## config.mk

```make
export PLATFORM = sky130hd
export DESIGN_NAME = spi_prog_master
export DESIGN_NICKNAME = d
export VERILOG_FILES = /design/src/rtl/spi_prog_master.sv
export SDC_FILE = /design/constraint.sdc
export NUM_CORES = 1
export LEC_CHECK = 0
export ABC_AREA = 0
export ABC_CLOCK_PERIOD_IN_PS = 2800
export BUFFER_PORTS_ARGS = -buffer_cell sky130_fd_sc_hd__buf_2
export CAP_MARGIN = 10
export CORE_UTILIZATION = 35
export CTS_BUF_LIST = sky130_fd_sc_hd__clkbuf_8
export DETAILED_ROUTE_END_ITERATION = 8
export GPL_ROUTABILITY_DRIVEN = 0
export HOLD_SLACK_MARGIN = 0.03
export PLACE_DENSITY_LB_ADDON = 0.05
export SETUP_SLACK_MARGIN = 0.3
export SYNTH_ARGS = -nofsm -noshare
export SYNTH_HDL_FRONTEND = slang
export SYNTH_SLANG_ARGS = --single-unit
```

## constraint.sdc

```tcl
create_clock -name clk -period 2.8 [get_ports clk]
set_clock_uncertainty 0.1 [all_clocks]
set_input_delay 0.56 -clock clk [delete_from_list [all_inputs] [get_ports clk]]
set_output_delay 0.56 -clock clk [all_outputs]
set_load 0.02 [all_outputs]
```

## src/rtl/spi_prog_master.sv

```systemverilog
// spi_prog_master: serialises host program/data writes and run requests onto the tiny_processor SPI-style port
module spi_prog_master #(
    parameter int GAP_CYCLES = 1,
    parameter int TIMEOUT    = 256,
    parameter int CNT_W      = 16
) (
    input  logic             clk,
    input  logic             rst,
    input  logic             cmd_valid_i,
    output logic             cmd_ready_o,
    input  logic [1:0]       cmd_kind_i,
    input  logic [3:0]       cmd_addr_i,
    input  logic [7:0]       cmd_data_i,
    output logic [1:0]       sel_o,
    output logic             mosi_o,
    input  logic             proc_done_i,
    output logic             busy_o,
    output logic             run_done_o,
    output logic             run_timeout_o,
    output logic [CNT_W-1:0] run_cycles_o
);
    localparam int GW = $clog2(GAP_CYCLES) + 1;
    localparam logic [CNT_W-1:0] TMO = CNT_W'(TIMEOUT);
    typedef enum logic [1:0] {IDLE, SHIFT, GAP, RUN} state_t;
    state_t           state_q, state_d;
    logic [1:0]       sel_q, sel_d;
    logic             mosi_q, mosi_d;
    logic [11:0]      shreg_q, shreg_d;
    logic [3:0]       bitcnt_q, bitcnt_d;
    logic [GW-1:0]    gapcnt_q, gapcnt_d;
    logic             started_q, started_d;
    logic [CNT_W-1:0] cnt_q, cnt_d, cnt_inc;
    logic [CNT_W-1:0] run_cycles_q, run_cycles_d;
    logic             done_q, done_d, tmo_q, tmo_d;
    logic             kill;
    // the slave must never see EXEC re-entered once it reports done, so the run enable is cut combinationally
    assign kill          = (state_q == RUN) & started_q & proc_done_i;
    assign sel_o         = kill ? 2'b00 : sel_q;
    assign mosi_o        = mosi_q;
    assign cmd_ready_o   = state_q == IDLE;
    assign busy_o        = state_q != IDLE;
    assign run_done_o    = done_q;
    assign run_timeout_o = tmo_q;
    assign run_cycles_o  = run_cycles_q;
    assign cnt_inc       = &cnt_q ? cnt_q : cnt_q + 1'b1;
    // next-state and next registered-output logic
    always_comb begin
        state_d      = state_q;
        sel_d        = sel_q;
        mosi_d       = mosi_q;
        shreg_d      = shreg_q;
        bitcnt_d     = '0;
        gapcnt_d     = '0;
        started_d    = started_q;
        cnt_d        = cnt_q;
        run_cycles_d = run_cycles_q;
        done_d       = 1'b0;
        tmo_d        = 1'b0;
        case (state_q)
            IDLE: begin
                if (cmd_valid_i && !cmd_kind_i[1]) begin
                    state_d = SHIFT;
                    sel_d   = cmd_kind_i[0] ? 2'b10 : 2'b01;
                    mosi_d  = cmd_addr_i[0];
                    shreg_d = {1'b0, cmd_data_i, cmd_addr_i[3:1]};
                end else if (cmd_valid_i && cmd_kind_i == 2'b10) begin
                    state_d   = RUN;
                    sel_d     = 2'b11;
                    started_d = 1'b0;
                    cnt_d     = '0;
                end
            end
            SHIFT: begin
                bitcnt_d = bitcnt_q + 4'd1;
                if (bitcnt_q == 4'd11) begin
                    state_d = GAP;
                    sel_d   = 2'b00;
                    mosi_d  = 1'b0;
                end else begin
                    mosi_d  = shreg_q[0];
                    shreg_d = shreg_q >> 1;
                end
            end
            GAP: begin
                gapcnt_d = gapcnt_q + 1'b1;
                if (gapcnt_q == GW'(GAP_CYCLES - 1)) state_d = IDLE;
            end
            default: begin
                if (kill) begin
                    state_d      = GAP;
                    sel_d        = 2'b00;
                    done_d       = 1'b1;
                    run_cycles_d = cnt_q;
                end else begin
                    cnt_d = cnt_inc;
                    if (!proc_done_i) started_d = 1'b1;
                    if (cnt_inc == TMO) begin
                        state_d      = GAP;
                        sel_d        = 2'b00;
                        tmo_d        = 1'b1;
                        run_cycles_d = cnt_inc;
                    end
                end
            end
        endcase
    end
    // state and output registers
    always_ff @(posedge clk or posedge rst) begin
        if (rst) begin
            state_q      <= IDLE;
            sel_q        <= 2'b00;
            mosi_q       <= 1'b0;
            shreg_q      <= '0;
            bitcnt_q     <= '0;
            gapcnt_q     <= '0;
            started_q    <= 1'b0;
            cnt_q        <= '0;
            run_cycles_q <= '0;
            done_q       <= 1'b0;
            tmo_q        <= 1'b0;
        end else begin
            state_q      <= state_d;
            sel_q        <= sel_d;
            mosi_q       <= mosi_d;
            shreg_q      <= shreg_d;
            bitcnt_q     <= bitcnt_d;
            gapcnt_q     <= gapcnt_d;
            started_q    <= started_d;
            cnt_q        <= cnt_d;
            run_cycles_q <= run_cycles_d;
            done_q       <= done_d;
            tmo_q        <= tmo_d;
        end
    end
endmodule

```

======== Word level (Yosys, flattened, before mapping) ========
Cells that the tools add are included.
cells by class
  add/sub/neg operators ................... 3
  $mul .................................... 0
  divide/modulo/power cells ............... 0
  order comparisons ....................... 0
  eq/ne operators ......................... 15
  shift-type cells ........................ 0
  multiplexer cells ....................... 39
  bitwise operators ....................... 5
  reductions and logical operators ........ 19
operator list
  kind                                                               count
  16-bit two-way mux                                                 6
  16-bit one-hot mux with 2 select lines                             1
  12-bit two-way mux                                                 2
  2-bit two-way mux                                                  12
  12-bit one-hot mux with 2 select lines                             1
  16-bit by 1-bit adder with 16-bit output (second input constant)   1
  16-bit by 9-bit == test with 1-bit output (second input constant)  1
  16-bit AND reduction                                               1
  1-bit two-way mux                                                  12
  2-bit != test (second input constant)                              6
  2-bit one-hot mux with 3 select lines                              2
  4-bit AND reduction                                                3
  2-bit == test (second input constant)                              3
  2-bit nonzero test                                                 3
  5-bit AND reduction                                                1
  5-bit nonzero test                                                 1
  4-bit by 1-bit adder with 4-bit output (second input constant)     1
  4-bit == test (second input constant)                              1
  4-bit two-way mux                                                  1
  2-bit by 1-bit != test with 1-bit output (second input constant)   2
  1-bit one-hot mux with 2 select lines                              2
  2-bit AND reduction                                                2
  4-bit nonzero test                                                 1
  3-bit by 1-bit != test with 1-bit output (second input constant)   1
  other kinds (10)                                                   14
storage, ports and cells
  register bits ........................... 57
  latch bits .............................. 0
  memory bits (writable) .................. 0
  bits in read-only memories .............. 0
  input port bits ......................... 18
  word-level logic and storage cells ...... 92
  memories kept ........................... 0

======== Longest topological paths before layout ========
  depth after elaboration ................. 6
  gate-level depth with buffers ........... 10
  gate-level depth less buffers ........... 8

======== Least setup slack after synthesis ========
No wires, ideal clock.
  path type ............................... register to register
  start point ............................. reg cnt_q[0]
  end point ............................... reg run_cycles_q[11] (netlist: run_cycles_o[11])
  library setup time ...................... 0.142 ns
  data arrival time ....................... 2.227 ns
  data required time ...................... 2.558 ns
  slack ................................... 0.331 ns
  stages on the path, launching flop included .. 10
  buffers on the path ..................... 1
  period minus slack after synthesis ...... 2.469 ns
  path through ............................ dfrtp_1 ha_1 nand4_2 nor4_1 mux2i_1 nand4_1 nor3_4 and2_4 buf_4 o31ai_1
on the way
  word-level cells in the longest chain between the ends .. 5
  elaborated cells on any way between the ends .. 8
  those cells by class .................... add/sub (1); eq/ne (1); mux (3); reduce/logical (3)
ends and longest elaborated chain
  element                                                                                  line  RTL
  start, declared                                                                          32    logic [CNT_W-1:0] cnt_q, cnt_d, cnt_inc;
  start signal, assigned                                                                   129   cnt_q <= cnt_d;
  16-bit by 1-bit adder with 16-bit output / 16-bit AND reduction (equally long branches)  45    assign cnt_inc = &cnt_q ? cnt_q : cnt_q + 1'b1;
  16-bit two-way mux (*)                                                                   45
  16-bit by 9-bit == test with 1-bit output                                                97    if (cnt_inc == TMO) begin
  2-bit nonzero test (no line)                                                             --
  2-bit AND reduction (no line)                                                            --
  end signal, assigned                                                                     130   run_cycles_q <= run_cycles_d;
  end, declared                                                                            33    logic [CNT_W-1:0] run_cycles_q, run_cycles_d;
Every way passes the cells marked *; elsewhere a longest branch is shown, timed or not. The select of a mux whose other input is x is not followed.
A chain may end at the register's enable or synchronous reset.

======== Final worst setup path ========
  start point ............................. reg cnt_q[0]
  end point ............................... reg state_q[0]
on the way
  word-level cells in the longest chain between the ends .. 5
  elaborated cells on any way between the ends .. 6
  those cells by class .................... add/sub (1); eq/ne (1); mux (1); reduce/logical (3)
ends and longest elaborated chain
  element                                                                                  line  RTL
  16-bit by 1-bit adder with 16-bit output / 16-bit AND reduction (equally long branches)  45
  16-bit two-way mux (*)                                                                   45
  16-bit by 9-bit == test with 1-bit output (*)                                            97
  5-bit nonzero test (no line) (*)                                                         --
  4-bit AND reduction (no line) (*)                                                        --
  end signal, assigned                                                                     122   state_q <= state_d;
  end, declared                                                                            25    state_t state_q, state_d;
Every way passes the cells marked *; elsewhere a longest branch is shown, timed or not.

==> run_results.csv <==
group,metric,value,unit
routing,dr.pass1.iters,4,
setup_path,required,2.91,ns
finish,postLayoutCellArea,0.00399,sq mm
finish,multiInputGateArea,0.00169,sq mm
clock_network,hold_buffers,0,
grt,grt.busiest_layer,"met2",
synth,ys_top_cells_by_area,"dfrtp_1, a21oi_1, mux2i_1",
clock_network,clk_transition_reported_paths,0.11,ns
die,core_region_area,0.00868,sq mm
grt,grt.met3_usage,0.0274,
grt,grt.overflow.total,0,
routing,drt.antenna.violating_nets,0,
synth,synth-adder-area-share,0.0280,
die,num_rows,34,
timing,setup_viol,0,
synth,synth_cell_types,55,
setup_path,worst_setup_path_end_kind,"register",
die,fp.dieH,96.5,um
grt,antenna_found_initial,0,
power,vdd_drop_max,0.488,mV
synth,async_reset_ff_frac,1.00,
setup_path,start_kind,"register",
synth,synthesis.area,0.00313,sq mm
grt,use_met1,0.258,
finish,n_antenna_cell,0,
setup_path,path_class,"register to register",
grt,grt_pass1_vias,2633,
synth,synth_flop_cell,"dfrtp_1",
timing,final.min_clock_period,2.47,ns
setup_path,path_common_cell,"buf_4",
setup_path,worstRegToRegCells,11,
place,io_buffers,40,
setup_path,worst_path_max_delay_cell,"or3_4",
routing,wl_per_cell,15.4,um
synth,synth_nets,370,
finish,drive_gt1_frac,0.316,
synth,synth-edff-count,0,
synth,synth_top_cell_area_share,0.448,
setup_path,rr_endpoint,"state_q[0]$_DFFE_PP0P_",
synth,synth-seq-cells,56,
routing,drcViolationCount,0,
clock_network,cts.sinks,56,
timing,max_clock_freq,0.406,GHz
grt,met2_usage,0.308,
timing,whs,0.175,ns
routing,drt_iter0_drc,75,
timing,hold_viol_final,0,
grt,grt_pass1_wl,13200,um
setup_path,reg2reg_slack,0.33,ns
setup_path,rr_startpoint,"cnt_q[0]$_DFFE_PP0P_",
grt,grt_start_max_net_pins,34,
setup_path,max_stage_delay,0.43,ns
finish,fill_cells,891,
die,die_area,0.00932,sq mm
grt,grt_use_total,0.186,
synth,synthCells,345,
synth,yosys_warnings,0,
synth,synth_simple_gate_area_share,0.190,
finish,final_nets,442,
run_status,status,"finished clean",
place,hpwlAfterDp,5700,um
routing,drt-total-wl,8080,um
clock_network,clk_latency,0.31,ns
finish,utilization,0.459,
clock_network,cts_tree,"yes",
clock_network,h-tree-depth,2,
routing,viasPerCell,5.26,
timing,tightest_slew,0.547,ns
power,p_per_area,985,mW/mm^2
clock_network,root_buffer,"clkbuf_8",
timing,maxSlewHeadroom,0.635,
finish,seq_area,0.00141,sq mm
finish,syn2layout_area_growth,27.5,%
finish,final_common_cell,"dfrtp_1",
run,drv_cap,0,
setup_path,cp.arrival,2.58,ns
place,place_area,0.00364,sq mm
power,finalPower,3930,uW
setup_path,crit_fanout,3,
synth,synth_seq_area_share,0.448,
clock_network,numCtsBuffers,5,
finish,layout_common_cells,"dfrtp_1, buf_2, buf_4",
synth,synth_top_family_by_area,"compound AO/OA/AOI/OAI gates",
synth,synth_compound_area_frac,0.197,
synth,synthXorXnorAreaFrac,0.0196,
timing,timing_max_transition_violations_final,0,
die,die_w,96.5,um
timing,rsz0062_at_grt,"true",
timing,finalCritPeriodShare,0.881,
die,initial_core_util,0.360,
timing,fin_tns_setup,0,ns
routing,vias,2766,
synth,syn_area_per_cell,9.06,sq um
die,ios,41,
clock_network,clock_path_buffers,2,
synth,synth_top_cell_by_area,"dfrtp_1",
synth,synthMuxAreaShare,0.0560,
setup_path,crit_chain,"ha_4 -> nand4_4 -> or3_4 -> a311oi_2 -> a211oi_2 -> buf_4 -> nor3_4 -> buf_6 -> a2111oi_4 -> buf_4 -> a21o_1",
power,power.leakage,0.00178,uW
hold_path,hp-class,"primary input to async pin",
registers in the layout (all words and copies together) (netlist names):
register       cells
cnt_q             16
run_cycles_o      16
shreg_q           11
bitcnt_q           4
sel_q              2
state_q            2
gapcnt_q           1
mosi_o             1
run_done_o         1
run_timeout_o      1
started_q          1
layout make-up:
type	count	area share
repair buffers	83	0.140
clock buffers	6	0.0207
inverters	27	0.0254
multi-input cells	244	0.424
flip-flops and latches	56	0.354
clock inverters	2	0.00188
well taps	108	0.0339
logic make-up (layout without fill, tap and decap cells):
family	after synthesis	count (layout)
and+or+nand+nor	115	116
AOI/OAI and AO/OA	97	97
DFF	56	56
buffers and inverters	46	118
muxes	17	17
adders and majority gates	7	7
xor gates and xnor gates	7	7
worst max path at each step:
stage | startpoint | end | cells past startpoint | slack (ns)
finish | cnt_q[0]$_DFFE_PP0P_ | state_q[0]$_DFFE_PP0P_ | 11 | 0.33
detailed placement | cnt_q[10]$_DFFE_PP0P_ | run_cycles_o[1]$_DFFE_PP0P_ | 8 | 0.23
CTS | cnt_q[1]$_DFFE_PP0P_ | state_q[0]$_DFFE_PP0P_ | 10 | 0.29
global route | cnt_q[0]$_DFFE_PP0P_ | run_cycles_o[1]$_DFFE_PP0P_ | 11 | 0.24
global placement | cnt_q[10]$_DFFE_PP0P_ | run_cycles_o[1]$_DFFE_PP0P_ | 8 | 0.25
floorplan | cnt_q[0]$_DFFE_PP0P_ | run_cycles_o[11]$_DFFE_PP0P_ | 9 | 0.33
where the power goes:
group / total, uW / leakage, uW / internal (uW) / switching (uW)
Combinational: 2160 / 0.00103 / 899 / 1260
Sequential: 1310 / 0.000692 / 1100 / 209
Clock: 463 / 0.0000538 / 196 / 267
stage by stage:
stage	setup slack, ns	instances
final	0.334	526
after global routing	0.244	526
after CTS	0.287	519
after detailed placement	0.230	507
after global placement	0.252	507
after floorplan	0.331	345
what timing repair did:
action / CTS / global route
gates resized for setup: 12 / 26
endpoints found under the setup margin: 20 / 23
cloned: 1 / 0
pin swaps: 5 / 16
setup buffers: 3 / 7
worst max-delay path: cells and delay by family (launching register included):
| family | cells | cell delay (ns) |
|---|---|---|
| AOI/OAI and AO/OA | 4 | 0.51 |
| DFF | 1 | 0.41 |
| buffers and inverters | 3 | 0.45 |
| adders and majority gates | 1 | 0.17 |
| and+or+nand+nor | 3 | 0.73 |
routing by layer:
metal,vias up,wire length [um]
met5,-,0
met3,8,322
li1,1373,-
met2,65,3900
met4,0,84
met1,1320,3780
cells in the mapped netlist (2+ instances only):
master    count
nand4_2       2
nor2_1       33
buf_1         2
ha_1          7
buf_2         5
buf_4         2
a21o_1        2
nor2b_1       2
a41oi_1       2
nand3_1      11
mux2_2        4
nand2b_1      3
nor4_1        2
xnor2_1       6
a21oi_1      28
nor3_1        9
clkbuf_2      2
and3_1        3
nand3b_1      2
a31oi_1       6
nand4_1       7
and2_1        4
nor4_2        2
o31ai_1      16
clkbuf_1      8
mux2i_1      13
a211oi_1      2
nand2_1      27
a32oi_1       2
o21ai_0      24
dfrtp_1      56
a22o_1        2
inv_1        27
Power figures use the tool's default switching activity.
